$ cat src/rtl/serializer_pkg.sv
// Shared types and helpers for the bit_serializer front end and the detector bench.
package serializer_pkg;

    localparam int WIDTH = 46;

    typedef enum logic {IDLE, SHIFT} state_t;

    function automatic int unsigned len_clamp(input int unsigned len, input int unsigned max_len);
        return (len > max_len) ? max_len : len;
    endfunction

endpackage

$ cat src/rtl/word_buffer.sv
// Single-entry pending word register: load fills it, take empties it.
module word_buffer #(
    parameter int WIDTH = 46,
    parameter int LW    = $clog2(WIDTH+1)
) (
    input  logic             clk,
    input  logic             rst,
    input  logic             load,
    input  logic [WIDTH-1:0] load_data,
    input  logic [LW-1:0]    load_len,
    input  logic             take,
    output logic [WIDTH-1:0] data,
    output logic [LW-1:0]    len,
    output logic             full
);

    always_ff @(posedge clk or negedge rst) begin
        if (!rst) begin
            data <= '0;
            len  <= '0;
            full <= 1'b0;
        end else if (load) begin
            data <= load_data;
            len  <= load_len;
            full <= 1'b1;
        end else if (take) begin
            full <= 1'b0;
        end
    end

endmodule

$ cat src/rtl/bit_serializer.sv
// Variable-length parallel-to-serial front end, MSB-first, gap-free across words
// via a one-word pending buffer or a same-cycle bypass into the shifter.
module bit_serializer #(
    parameter int WIDTH = serializer_pkg::WIDTH,
    localparam int LW   = $clog2(WIDTH+1)
) (
    input  logic             clk,
    input  logic             rst,
    input  logic             in_valid,
    output logic             in_ready,
    input  logic [WIDTH-1:0] in_data,
    input  logic [LW-1:0]    in_len,
    input  logic             pause,
    output logic             w,
    output logic             w_valid,
    output logic             busy,
    output logic             done
);
    import serializer_pkg::*;

    state_t           state, state_n;
    logic [WIDTH-1:0] shreg, shreg_n;
    logic [LW-1:0]    cnt, cnt_n;
    logic             w_n, w_valid_n, done_n;

    logic             pend_full, pend_load, pend_take;
    logic [WIDTH-1:0] pend_data;
    logic [LW-1:0]    pend_len;

    logic [LW-1:0]    acc_len;
    logic             accept, acc_nz, last;

    assign acc_len  = LW'(len_clamp(32'(in_len), WIDTH));
    assign in_ready = !pend_full;
    assign accept   = in_valid && in_ready;
    assign acc_nz   = accept && (acc_len != '0);
    assign last     = (state == SHIFT) && !pause && (cnt == LW'(1));

    word_buffer #(.WIDTH(WIDTH), .LW(LW)) u_pend (
        .clk       (clk),
        .rst       (rst),
        .load      (pend_load),
        .load_data (in_data),
        .load_len  (acc_len),
        .take      (pend_take),
        .data      (pend_data),
        .len       (pend_len),
        .full      (pend_full)
    );

    // cnt counts bits still to be placed on w after the current edge's emission.
    always_comb begin
        state_n   = state;
        shreg_n   = shreg;
        cnt_n     = cnt;
        w_n       = w;
        w_valid_n = 1'b0;
        done_n    = 1'b0;
        pend_load = 1'b0;
        pend_take = 1'b0;
        case (state)
            IDLE: begin
                if (acc_nz) begin
                    shreg_n = in_data;
                    cnt_n   = acc_len;
                    state_n = SHIFT;
                    // First bit goes out on the accepting edge to meet one-cycle latency.
                    if (!pause) begin
                        w_n       = in_data[acc_len - LW'(1)];
                        w_valid_n = 1'b1;
                        cnt_n     = acc_len - LW'(1);
                        done_n    = (acc_len == LW'(1));
                        if (acc_len == LW'(1))
                            state_n = IDLE;
                    end
                end
            end
            SHIFT: begin
                if (!pause) begin
                    w_n       = shreg[cnt - LW'(1)];
                    w_valid_n = 1'b1;
                    cnt_n     = cnt - LW'(1);
                end
                if (last) begin
                    done_n = 1'b1;
                    if (pend_full) begin
                        shreg_n   = pend_data;
                        cnt_n     = pend_len;
                        pend_take = 1'b1;
                    end else if (acc_nz) begin
                        shreg_n = in_data;
                        cnt_n   = acc_len;
                    end else begin
                        state_n = IDLE;
                    end
                end else if (acc_nz) begin
                    pend_load = 1'b1;
                end
            end
            default: state_n = IDLE;
        endcase
    end

    always_ff @(posedge clk or negedge rst) begin
        if (!rst) begin
            state   <= IDLE;
            shreg   <= '0;
            cnt     <= '0;
            w       <= 1'b0;
            w_valid <= 1'b0;
            done    <= 1'b0;
            busy    <= 1'b0;
        end else begin
            state   <= state_n;
            shreg   <= shreg_n;
            cnt     <= cnt_n;
            w       <= w_n;
            w_valid <= w_valid_n;
            done    <= done_n;
            busy    <= (state_n == SHIFT) || w_valid_n;
        end
    end

endmodule

$ cat config.mk
export PLATFORM = sky130hd
export DESIGN_NAME = bit_serializer
export DESIGN_NICKNAME = d
export VERILOG_FILES = /design/src/rtl/serializer_pkg.sv /design/src/rtl/word_buffer.sv /design/src/rtl/bit_serializer.sv
export SDC_FILE = /design/constraint.sdc
export NUM_CORES = 1
export LEC_CHECK = 0
export CORE_UTILIZATION = 30
export DETAILED_ROUTE_END_ITERATION = 8
export HOLD_SLACK_MARGIN = 0.02
export SYNTH_ARGS = -nofsm -noshare
export SYNTH_HDL_FRONTEND = slang
export SYNTH_SLANG_ARGS = --single-unit
export TNS_END_PERCENT = 100
$ cat constraint.sdc
create_clock -name clk -period 3.09 [get_ports clk]
set_clock_uncertainty 0.1 [all_clocks]
set_input_delay 0.618 -clock clk [delete_from_list [all_inputs] [get_ports clk]]
set_output_delay 0.618 -clock clk [all_outputs]
set_load 0.005 [all_outputs]
==> impl_metrics.toml <==
[critical_path]
cp-end-kind = "register"
critPathArrivalTime_ns = 3.07
critical-path-slowest-cell = "clkdlybuf4s50_1"
cpMostUsedCell = "o22ai_1"
startpoint_type = "input pin"
crit_type = "in2reg"
cp.required_ns = 3.27
cp_max_fo = 4
cp_slowest_stage_delay_ns = 0.52
crit_path_cell_trace = "clkdlybuf4s50_1 > nand4_1 > and3_1 > clkinv_1 > ha_1 > nor3b_1 > mux2_2 > mux2i_1 > nor2_1 > o22ai_1 > a21oi_1 > o22ai_1"

[clocking]
worstSkewPairLatency_ns = 0.36
clkSinkCount = 110
numCtsBuffers = 9
post_cts.repair.setup_buffers = 0
root_buffer = "clkbuf_16"
clk_pin_slew_ns = 0.07
htreeDepth = 3
clock_path_buffers = 2
tritoncts = "built"

[die]
core_region_area_mm2 = 0.0195
std_cell_rows = 51
initial_core_util_pct = 30.6
die-area_mm2 = 0.0204
pin_count = 61
fp.dieW_um = 143
fp.dieH_um = 143

[routing]
met2WireLength_um = 8400
first_iter_violations = 339
vias_per_cell = 5.17
top_layer_used = "met4"
remaining_drc_errors = 0
wl_met3_um = 780
vias = 4665
ant_nets = 0
routed_wl_um = 16300
drtPass1Iterations = 4
wl_per_cell_um = 18.0
met1Wirelength_um = 6850

[placement]
place_ws_ns = -0.178
dp_cells = 887
hpwl_um = 11800
gp_congestion = 0.892
portBuffers = 60

[layout]
n_antenna_cell = 0
area_growth_pct = 24.8
multi_input_area_mm2 = 0.00296
layout_commonest_cell = "dfrtp_1"
drive_gt1_share_pct = 27.4
fin_cells = 903
nFillCells = 1897
final_cell_mix = "110 x dfrtp_1, 66 x nor2_1, 59 x clkdlybuf4s50_1"
fin_nets = 693
final_util_pct = 38.2
area.sequential_mm2 = 0.00275

[sta]
timing.final.crit_share_pct = 93.6
grt_setup_unrepaired = "false"
fin_ws_ns = 0.198
tns_ns = 0
fin_crit_ns = 2.89
tightest_slew_ns = 0.634
setup_viol = 0
clock.fmax_mhz = 346
hold_violations = 0
relSlewSlack_pct = 57.7
slew_violations = 0

[logic_synthesis]
yosysTopAreaCell = "dfrtp_1"
syn_inst = 551
synthArstFlopShare_pct = 100
synth_fp_nets = 611
ys_ff_latch = 110
synth_top_area_share_pct = 46.2
synth_cell_type_count = 47
avgSynthCellArea_um2 = 10.8
synth_top_flop_cell = "dfrtp_1"
synth.area.top_cells = "dfrtp_1 46%, mux2_2 8.1%, a21oi_2 5.9%"
yosys_warnings = 0
synth_area_mm2 = 0.00596
synth_edf_count = 0
synth_seq_area_share_pct = 46.2

[worst_hold_path]
min_path_type = "in2async"

[grt]
grt_overflow = 0
grt_pass1_wl_um = 25900
grt_max_degree = 47
grt_pass1_vias = 4819
grt_antenna_before_repair = 0
grtUsageTotal_pct = 16.8

[pwr]
ir_drop_mv = 0.351
total_power_mw = 6.70
power.density_cell_area_mw_per_mm2 = 900
p_leak_nw = 3.01

[job]
cap_violations = 0

[status]
status = "finished clean"
-- routing by layer --
layer,vias up,global-route usage (%)
met5,-,0
met4,0,4.98
met3,18,3.99
met2,115,29.1
met1,2349,20.5
li1,2183,-
-- sequential cells by signal, indices dropped and copies added, names as in the netlist --
register	cells
cnt	6
state	1
u_pend.data	46
u_pend.full	1
w	1
busy	1
u_pend.len	6
done	1
w_valid	1
shreg	46
-- worst max-delay path: cells and delay by family --
family,cells,cell delay [ns]
buffers and inverters,2,0.59
AND/OR/NAND/NOR,4,0.70
adder cells (fa/ha/maj),1,0.19
AO/OA/AOI/OAI,3,0.45
multiplexers,2,0.52
-- layout make-up --
type / count / area share [%]
multi-input combinational: 395 / 39.8
sequential: 110 / 37.0
timing repair buffer: 111 / 14.4
tap: 265 / 4.46
clock buffer: 11 / 3.26
clock inverter: 5 / 0.757
inverter: 6 / 0.303
-- synthesized netlist by cell type (all sizes together), types with 3 or more instances --
cell type  count
a21oi         67
a221oi         3
a22oi          4
buf           21
clkbuf        19
dfrtp        110
ha             4
inv            5
mux2          52
mux2i         22
mux4          15
nand2         34
nand2b         5
nand3         10
nand4          3
nor2          67
nor3           5
o21ai         17
o22ai         50
xnor2          8
xor2           5
-- repair_timing --
item	4_1_cts	5_1_grt
setup endpoints to repair	0	1
resized for setup	0	1
hold buffers	0	0
-- worst paths after layout --
kind | start | endpoint | slack (ns) | depth (start not counted)
hold reg to reg | u_pend.len[1] | u_pend.len[1] | 0.39 | 2
hold / removal | rst | u_pend.data[40] | 0.18 | 1
min in group clk | u_pend.len[1] | u_pend.len[1] | 0.39 | 2
max in group asynchronous | rst | shreg[25] | 1.92 | 2
setup / recovery | in_len[3] | cnt[4] | 0.20 | 12
setup reg to reg | cnt[1] | w | 0.33 | 8
-- where the power goes --
group          internal [mW]  leakage (nW)  switching, mW  total [mW]
sequential              2.15          1.31          0.421        2.57
combinational           1.48          1.55           1.45        2.93
clock                  0.652         0.146          0.549        1.20
total                   4.28          3.01           2.42        6.70
-- per-stage QoR --
| stage | hold slack (ns) | area, µm² |
|---|---|---|
| finish | 0.181 | 7440 |
| global placement | 0.376 | 7140 |
| floorplan | 0.222 | 5960 |
| detailed placement | 0.380 | 7140 |
| global route | 0.229 | 7440 |
| CTS | 0.196 | 7440 |
-- kinds of logic (layout without fill, tap and decap cells) --
group,after synthesis,after routing,synth area share (%)
compound gates,153,153,17.6
xor+xnor,13,13,1.91
fa+ha+maj,4,4,0.840
buf+inv,46,133,4.24
flops,110,110,46.2
mux,89,89,19.2
simple gates,136,136,9.99
Note: power is estimated with default switching activity, not from simulation.
